===== src/rtl/dcache_pkg.sv =====
// ============================================================================
// dcache_pkg : shared widths, tag-word layout and FSM states for dcache_tag_ctrl
// Revision   : 1.0
// ============================================================================
`default_nettype none

package dcache_pkg;

    localparam int OFFSET_WIDTH = 5;
    localparam int INDEX_WIDTH  = 4;
    localparam int TAG_WIDTH    = 23;
    localparam int WORD_WIDTH   = 25;

    localparam int V_BIT   = 24;
    localparam int D_BIT   = 23;
    localparam int TAG_MSB = 22;

    typedef enum logic [1:0] {
        RST  = 2'd0,
        INIT = 2'd1,
        RUN  = 2'd2
    } state_e;

endpackage

`default_nettype wire


===== src/rtl/dcache_tag_ctrl.sv =====
// ============================================================================
// dcache_tag_ctrl : serialises tag lookups/updates onto the single-port tag
//                   SRAM, sweeps it invalid after reset/inv_all, compares tags
// Revision        : 1.0
// ============================================================================
`default_nettype none

module dcache_tag_ctrl #(
    parameter int OFFSET_WIDTH = dcache_pkg::OFFSET_WIDTH,
    parameter int INDEX_WIDTH  = dcache_pkg::INDEX_WIDTH,
    parameter int TAG_WIDTH    = dcache_pkg::TAG_WIDTH,
    parameter int WORD_WIDTH   = dcache_pkg::WORD_WIDTH
) (
    input  logic                   clk,
    input  logic                   rst_n,
    input  logic                   req_valid,
    output logic                   req_ready,
    input  logic [31:0]            req_addr,
    input  logic                   upd_valid,
    output logic                   upd_ready,
    input  logic [INDEX_WIDTH-1:0] upd_index,
    input  logic [TAG_WIDTH-1:0]   upd_tag,
    input  logic                   upd_v,
    input  logic                   upd_d,
    input  logic                   inv_all,
    output logic                   init_done,
    output logic                   rsp_valid,
    output logic                   rsp_hit,
    output logic                   rsp_dirty,
    output logic [TAG_WIDTH-1:0]   rsp_tag,
    output logic [INDEX_WIDTH-1:0] rsp_index,
    output logic                   tag_csb0,
    output logic                   tag_web0,
    output logic [INDEX_WIDTH-1:0] tag_addr0,
    output logic [WORD_WIDTH-1:0]  tag_din0,
    input  logic [WORD_WIDTH-1:0]  tag_dout0
);

    import dcache_pkg::*;

    localparam logic [INDEX_WIDTH-1:0] LAST_IDX = '1;

    state_e                 state_q, state_d;
    logic [INDEX_WIDTH-1:0] sweep_q, sweep_d;
    logic                   s1_valid_q, s1_valid_d;
    logic [TAG_WIDTH-1:0]   s1_tag_q, s1_tag_d;
    logic [INDEX_WIDTH-1:0] s1_index_q, s1_index_d;
    logic                   rsp_valid_q, rsp_valid_d;
    logic                   rsp_hit_q, rsp_hit_d;
    logic                   rsp_dirty_q, rsp_dirty_d;
    logic [TAG_WIDTH-1:0]   rsp_tag_q, rsp_tag_d;
    logic [INDEX_WIDTH-1:0] rsp_index_q, rsp_index_d;

    logic [TAG_WIDTH-1:0]   req_tag;
    logic [INDEX_WIDTH-1:0] req_index;
    logic                   unused_offset;

    assign req_tag       = req_addr[31 -: TAG_WIDTH];
    assign req_index     = req_addr[OFFSET_WIDTH +: INDEX_WIDTH];
    assign unused_offset = ^req_addr[OFFSET_WIDTH-1:0];

    always_comb begin
        state_d    = state_q;
        sweep_d    = sweep_q;
        s1_valid_d = 1'b0;
        s1_tag_d   = s1_tag_q;
        s1_index_d = s1_index_q;
        upd_ready  = 1'b0;
        req_ready  = 1'b0;
        tag_csb0   = 1'b1;
        tag_web0   = 1'b1;
        tag_addr0  = '0;
        tag_din0   = '0;
        case (state_q)
            RST: begin
                state_d = INIT;
                sweep_d = '0;
            end
            INIT: begin
                tag_csb0  = 1'b0;
                tag_web0  = 1'b0;
                tag_addr0 = sweep_q;
                sweep_d   = sweep_q + 1'b1;
                if (sweep_q == LAST_IDX) begin
                    state_d = RUN;
                end
            end
            RUN: begin
                upd_ready = !inv_all;
                req_ready = !inv_all && !upd_valid;
                // Updates win the single port; a stalled lookup retries next cycle.
                if (inv_all) begin
                    state_d = INIT;
                    sweep_d = '0;
                end else if (upd_valid) begin
                    tag_csb0  = 1'b0;
                    tag_web0  = 1'b0;
                    tag_addr0 = upd_index;
                    tag_din0  = {upd_v, upd_d, upd_tag};
                end else if (req_valid) begin
                    tag_csb0   = 1'b0;
                    tag_addr0  = req_index;
                    s1_valid_d = 1'b1;
                    s1_tag_d   = req_tag;
                    s1_index_d = req_index;
                end
            end
            default: state_d = RST;
        endcase
    end

    // Response fields hold their last value between strobes.
    always_comb begin
        rsp_valid_d = s1_valid_q;
        rsp_hit_d   = rsp_hit_q;
        rsp_dirty_d = rsp_dirty_q;
        rsp_tag_d   = rsp_tag_q;
        rsp_index_d = rsp_index_q;
        if (s1_valid_q) begin
            rsp_hit_d   = tag_dout0[V_BIT] && (tag_dout0[TAG_MSB:0] == s1_tag_q);
            rsp_dirty_d = tag_dout0[D_BIT];
            rsp_tag_d   = tag_dout0[TAG_MSB:0];
            rsp_index_d = s1_index_q;
        end
    end

    always_ff @(posedge clk or negedge rst_n) begin
        if (!rst_n) begin
            state_q     <= RST;
            sweep_q     <= '0;
            s1_valid_q  <= 1'b0;
            s1_tag_q    <= '0;
            s1_index_q  <= '0;
            rsp_valid_q <= 1'b0;
            rsp_hit_q   <= 1'b0;
            rsp_dirty_q <= 1'b0;
            rsp_tag_q   <= '0;
            rsp_index_q <= '0;
        end else begin
            state_q     <= state_d;
            sweep_q     <= sweep_d;
            s1_valid_q  <= s1_valid_d;
            s1_tag_q    <= s1_tag_d;
            s1_index_q  <= s1_index_d;
            rsp_valid_q <= rsp_valid_d;
            rsp_hit_q   <= rsp_hit_d;
            rsp_dirty_q <= rsp_dirty_d;
            rsp_tag_q   <= rsp_tag_d;
            rsp_index_q <= rsp_index_d;
        end
    end

    assign init_done = (state_q == RUN);
    assign rsp_valid = rsp_valid_q;
    assign rsp_hit   = rsp_hit_q;
    assign rsp_dirty = rsp_dirty_q;
    assign rsp_tag   = rsp_tag_q;
    assign rsp_index = rsp_index_q;

endmodule

`default_nettype wire


===== config.mk =====
export PLATFORM = sky130hd
export DESIGN_NAME = dcache_tag_ctrl
export DESIGN_NICKNAME = d
export VERILOG_FILES = /design/src/rtl/dcache_pkg.sv /design/src/rtl/dcache_tag_ctrl.sv
export SDC_FILE = /design/constraint.sdc
export NUM_CORES = 1
export LEC_CHECK = 0
export CAP_MARGIN = 20
export CORE_UTILIZATION = 36
export DETAILED_ROUTE_END_ITERATION = 10
export GPL_TIMING_DRIVEN = 1
export PLACE_DENSITY = 0.78
export SYNTH_ARGS = -nofsm -noshare
export SYNTH_HDL_FRONTEND = slang
export SYNTH_SLANG_ARGS = --single-unit

===== constraint.sdc =====
create_clock -name clk -period 1.6 [get_ports clk]
set_input_delay 0.32 -clock clk [delete_from_list [all_inputs] [get_ports clk]]
set_output_delay 0.32 -clock clk [all_outputs]
set_load 0.1 [all_outputs]

Word-level counts from Yosys, hierarchy flattened:

Cells that the tools add are included.
W data, S select, Z words.

* add/subtract/negate cells: 1
* eq/ne operators: 6
* mux-type cells: 25
* bitwise logic cells: 2
* reduce and logical (&&, ||, !) cells: 9

Operators by type and width (number)
* $mux W25: 3
* $eq A23 B23 Y1: 1
* $mux W4: 4
* $pmux W4 S3: 1
* $mux W1: 11
* $pmux W4 S2: 1
* $pmux W2 S3: 1
* $add A4 B1 Y4 const B: 1
* $eq A4 B4 Y1 const B: 1
* $mux W2: 2
* $ne A2 B2 Y1 const B: 2
* $pmux W1 S2: 2
* $reduce_and A2 Y1: 2
* $reduce_and A4 Y1: 1
* $reduce_bool A3 Y1: 1
* $eq A2 B1 Y1 const B: 1
* $eq A2 B2 Y1 const B: 1
* $logic_and A1 B1 Y1: 2
* $logic_not A1 Y1: 2
* $logic_not A2 Y1: 1
* $not A1 Y1: 2

* register bits after elaboration: 64
* output and inout bits: 64
* word-level logic and storage cells: 53

Logic depth before layout (Yosys ltp):

* depth after elaboration: 4
* depth in mapped cells: 8
* mapped depth without buffers: 7

Worst setup path after synthesis:

OpenSTA, ideal clock, no wires.

* path type: reg-to-output
* start: reg state_q[0]
* end: out tag_din0[15]
* data arrival time: 3.520 ns
* required time: 1.280 ns
* path slack: -2.240 ns
* cell stages (with the launch flop): 7
* buffers on the path: 1
* path through: dfrtp_1 -> inv_1 -> ha_1 -> nand2b_4 -> inv_1 -> clkbuf_1 -> and3_1

* word-level cells in the longest chain between the ends: 2

Ends and longest elaborated chain
* from (decl): line dcache_tag_ctrl.sv:43 `state_e state_q, state_d;`
* from (signal assigned): line dcache_tag_ctrl.sv:140 `state_q <= state_d;`
* $eq A2 B2 Y1
* named net init_done: line dcache_tag_ctrl.sv:26 `output logic init_done,`
* $mux W25: line dcache_tag_ctrl.sv:74 `case (state_q)`
* to (decl): line dcache_tag_ctrl.sv:35 `output logic [WORD_WIDTH-1:0] tag_din0,`

The timed path passes the listed nets, and every way through them passes these cells.

Worst setup path after layout:

* start: reg state_q[0]
* end: out tag_addr0[1]

* word-level cells in the longest chain between the ends: 2

Ends and longest elaborated chain
* $eq A2 B2 Y1 or $eq A2 B1 Y1 (tied branches): line dcache_tag_ctrl.sv:74
* $pmux W4 S2 *: line dcache_tag_ctrl.sv:74
* to (decl): line dcache_tag_ctrl.sv:34 `output logic [INDEX_WIDTH-1:0] tag_addr0,`

Every way passes the cells marked *; elsewhere a longest branch is shown, timed or not.

==> impl_metrics.csv <==
group,metric,value,unit
outcome,outcome,"finished, violations left",
outcome,violations,"negative setup slack",
hold_path,worst_hold_path_type,"register to register",
power_and_ir_drop,p_clk_frac,0.119,
sta,finalCriticalPeriod,2260,ps
floorplan,ios,155,
drt,wl,9.20,mm
job,cap_violations,0,
critical_path,slowest_delay,390,ps
floorplan,core,8220,um^2
global_route,grt_max_degree,65,
floorplan,dieWidth,94.3,um
power_and_ir_drop,switching_share,0.470,
global_route,grt.total_usage,0.218,
global_route,grt_antenna_before_repair,0,
cells_and_area,area_growth,96.7,%
global_route,grt_pass1_wl,14.6,mm
floorplan,rows,33,
cells_and_area,diodes,0,
sta,hold_violations,0,
drt,dr.first_iter.drc_count,88,
floorplan,die_h,94.3,um
yosys,synth.distinct_cells,29,
power_and_ir_drop,p_sw,5.74,mW
cells_and_area,layout-drive-gt1-share,0.486,
sta,finalClockSkew,8.02,ps
sta,setup-tns-final,-18330,ps
clock_tree,cts_tree,"yes",
clock_tree,clock_path_buffers,2,
drt,dr.pass1.iters,4,
placement,hpwl,7.06,mm
sta,slew_viol_final,0,
yosys,syn-mean-instance-area,12.7,um^2
sta,setup_viol,60,
yosys,yosys_warnings,0,
sta,relSlewSlack,0.678,
clock_tree,cts_buffers,9,
yosys,synth_area,3060,um^2
sta,setup_ws,-663,ps
cells_and_area,layout_common_cells,"84 x clkdlybuf4s50_1, 67 x buf_12, 64 x dfrtp_1",
yosys,syn_nets,338,
placement,place_congestion,0.759,
critical_path,crit_buf_inv,3,
sta,timing.fmax,442,MHz
power_and_ir_drop,p_per_area,2030,nW/um^2
power_and_ir_drop,p_leak,2.66,nW
drt,vias,2603,
clock_tree,clk_pin_slew,70,ps
critical_path,critPathTopFamily,"simple AND/OR/NAND/NOR gates",
cells_and_area,post-route-util,0.734,
clock_tree,cts.sinks,64,
floorplan,dieArea,8880,um^2
drt,avgViaCountPerCell,4.94,
drt,drc_errors,0,
critical_path,required,1280,ps
critical_path,cp_slowest_cell,"dfrtp_1",
floorplan,initial_core_util,0.373,
sta,rsz0062_at_grt,"true",
yosys,ys_ff_latch,64,
clock_tree,clk_latency,330,ps
clock_tree,h-tree-depth,3,
drt,ant_nets,0,
cells_and_area,nets,515,
critical_path,arrival,1940,ps
global_route,grt_overflow,0,
sta,worst_slew_pin_slew,483,ps
yosys,syn-instance-count,241,
global_route,grt_pass1_vias,2944,
placement,pre_cts_slack,-558,ps
critical_path,endpoint_kind,"primary output",
placement,io_buffer_count,149,
critical_path,worstSetupPathType,"register to primary output",
critical_path,path_cells,"inv_2, ha_4, nand2b_4, nor3b_4, a222oi_1, buf_4, nor2b_4, buf_12",
power_and_ir_drop,sequentialPowerShare,0.250,
power_and_ir_drop,power.internal,6.48,mW
yosys,synth_seq_area_share,0.523,
power_and_ir_drop,pwr-share-comb,0.631,
cells_and_area,nFillCells,557,
clock_tree,clockRootBuffer,"clkbuf_8",
sta,min_period_over_period,1.41,
drt,wire_per_inst,17.4,um
critical_path,start_kind,"register",
power_and_ir_drop,irDropWorstVdd,1.58,mV
cells_and_area,final_common_cell,"clkdlybuf4s50_1",
critical_path,cp_max_fo,6,
==> state kept, by name (all words and copies together) (netlist names) <==
register	flops
rsp_valid_d	1
s1_index_q	4
rsp_tag	23
rsp_valid	1
s1_tag_q	23
rsp_dirty	1
rsp_index	4
state_q	2
sweep_q	4
rsp_hit	1
==> metrics by stage <==
stage               power, mW  hold slack [ps]  instances  cell area, um^2
floorplan                7.70             24.4        241             3350
global placement         10.4              357        504             5690
detailed placement       10.6              360        504             5690
CTS                      12.2              512        523             5960
global route             12.7              543        527             6030
finish                   12.2              507        527             6030
==> cells by family after synthesis <==
logic type / synth area share
adder cells (fa/ha/maj): 0.0245
flip-flops: 0.523
XOR/XNOR: 0.0657
AND/OR/NAND/NOR: 0.122
multiplexers: 0.202
AO/OA/AOI/OAI: 0.0331
buffers and inverters: 0.0298
==> path summary, 6_finish.rpt <==
check / from / to / slack (ps) / cells after the start
hold reg to reg: s1_index_q[2]$_DFFE_PN0P_ / s1_index_q[2]$_DFFE_PN0P_ / 510 / 1
hold / removal: s1_index_q[2]$_DFFE_PN0P_ / s1_index_q[2]$_DFFE_PN0P_ / 510 / 1
setup reg to reg: state_q[0]$_DFFE_PN0P_ / s1_tag_q[4]$_DFFE_PN0P_ / -220 / 7
min in group asynchronous: rst_n / rsp_tag[10]$_DFFE_PN0P_ / 540 / 3
max in group asynchronous: rst_n / rsp_tag[22]$_DFFE_PN0P_ / 790 / 3
setup / recovery: state_q[0]$_DFFE_PN0P_ / tag_addr0[1] / -660 / 8
==> metal layers <==
metal / vias up / track usage / wire [um] / part of all wire
met4: 0 / 0.0795 / 236 / 0.026
met5: - / 0 / 0 / 0
met1: 1281 / 0.245 / 3520 / 0.38
li1: 1211 / - / - / -
met2: 91 / 0.394 / 5030 / 0.55
met3: 20 / 0.0526 / 414 / 0.045
==> power groups by stage <==
stage	registers (mW)	clock network [mW]	logic, mW
final	3.05	1.46	7.72
after global routing	3.15	1.57	8.00
after CTS	3.05	1.51	7.67
after detailed placement	3.08	0	7.57
after global placement	3.02	0	7.42
after floorplan	5.36	0	2.35
==> Yosys cell counts (all sizes together) <==
cell	number	area [um^2]
nand3	5	25.0
clkbuf	6	22.5
dfrtp	64	1600
o21ai	5	25.0
or4	1	7.51
inv	4	15.0
a221oi	1	8.76
nor4	4	25.0
a222oi	4	40.0
o31ai	1	7.51
and2	2	12.5
mux2	55	619
and3	26	163
and2b	1	7.51
o22ai	1	6.26
nand2	6	22.5
nor3b	1	18.8
xnor2	5	43.8
nor2b	5	31.3
nand4	2	12.5
nand2b	3	26.3
buf	7	53.8
a211o	1	8.76
xor2	18	158
a21oi	1	5.00
nor2	6	22.5
ha	6	75.1
==> what timing repair did <==
| action | CTS | global route |
|---|---|---|
| hold buffers | 1 | 0 |
| gates cloned | 0 | 1 |
| resized for setup | 7 | 9 |
| endpoints found under the hold margin | 17 | 0 |
| buffers inserted | 5 | 4 |
| setup endpoints to repair | 60 | 64 |
| pin swaps | 6 | 9 |
==> layout make-up <==
| cell class | instances | area (um^2) | area share |
|---|---|---|---|
| clock buffers | 9 | 124 | 0.0205 |
| repair buffers | 179 | 2410 | 0.400 |
| well taps | 105 | 131 | 0.0218 |
| inverters | 4 | 15.0 | 0.00249 |
| flip-flops and latches | 64 | 1600 | 0.266 |
| multi-input cells | 160 | 1660 | 0.275 |
| clock inverters | 6 | 83.8 | 0.0139 |
==> worst register-to-register path: stages, from the launching register on <==
cell and delay, ps:
dfrtp_1 390, inv_2 80, ha_4 150, nand2b_4 70, nor3b_4 300, buf_4 220, buf_12 160, mux2_2 340
(Power assumes the default switching activity.)
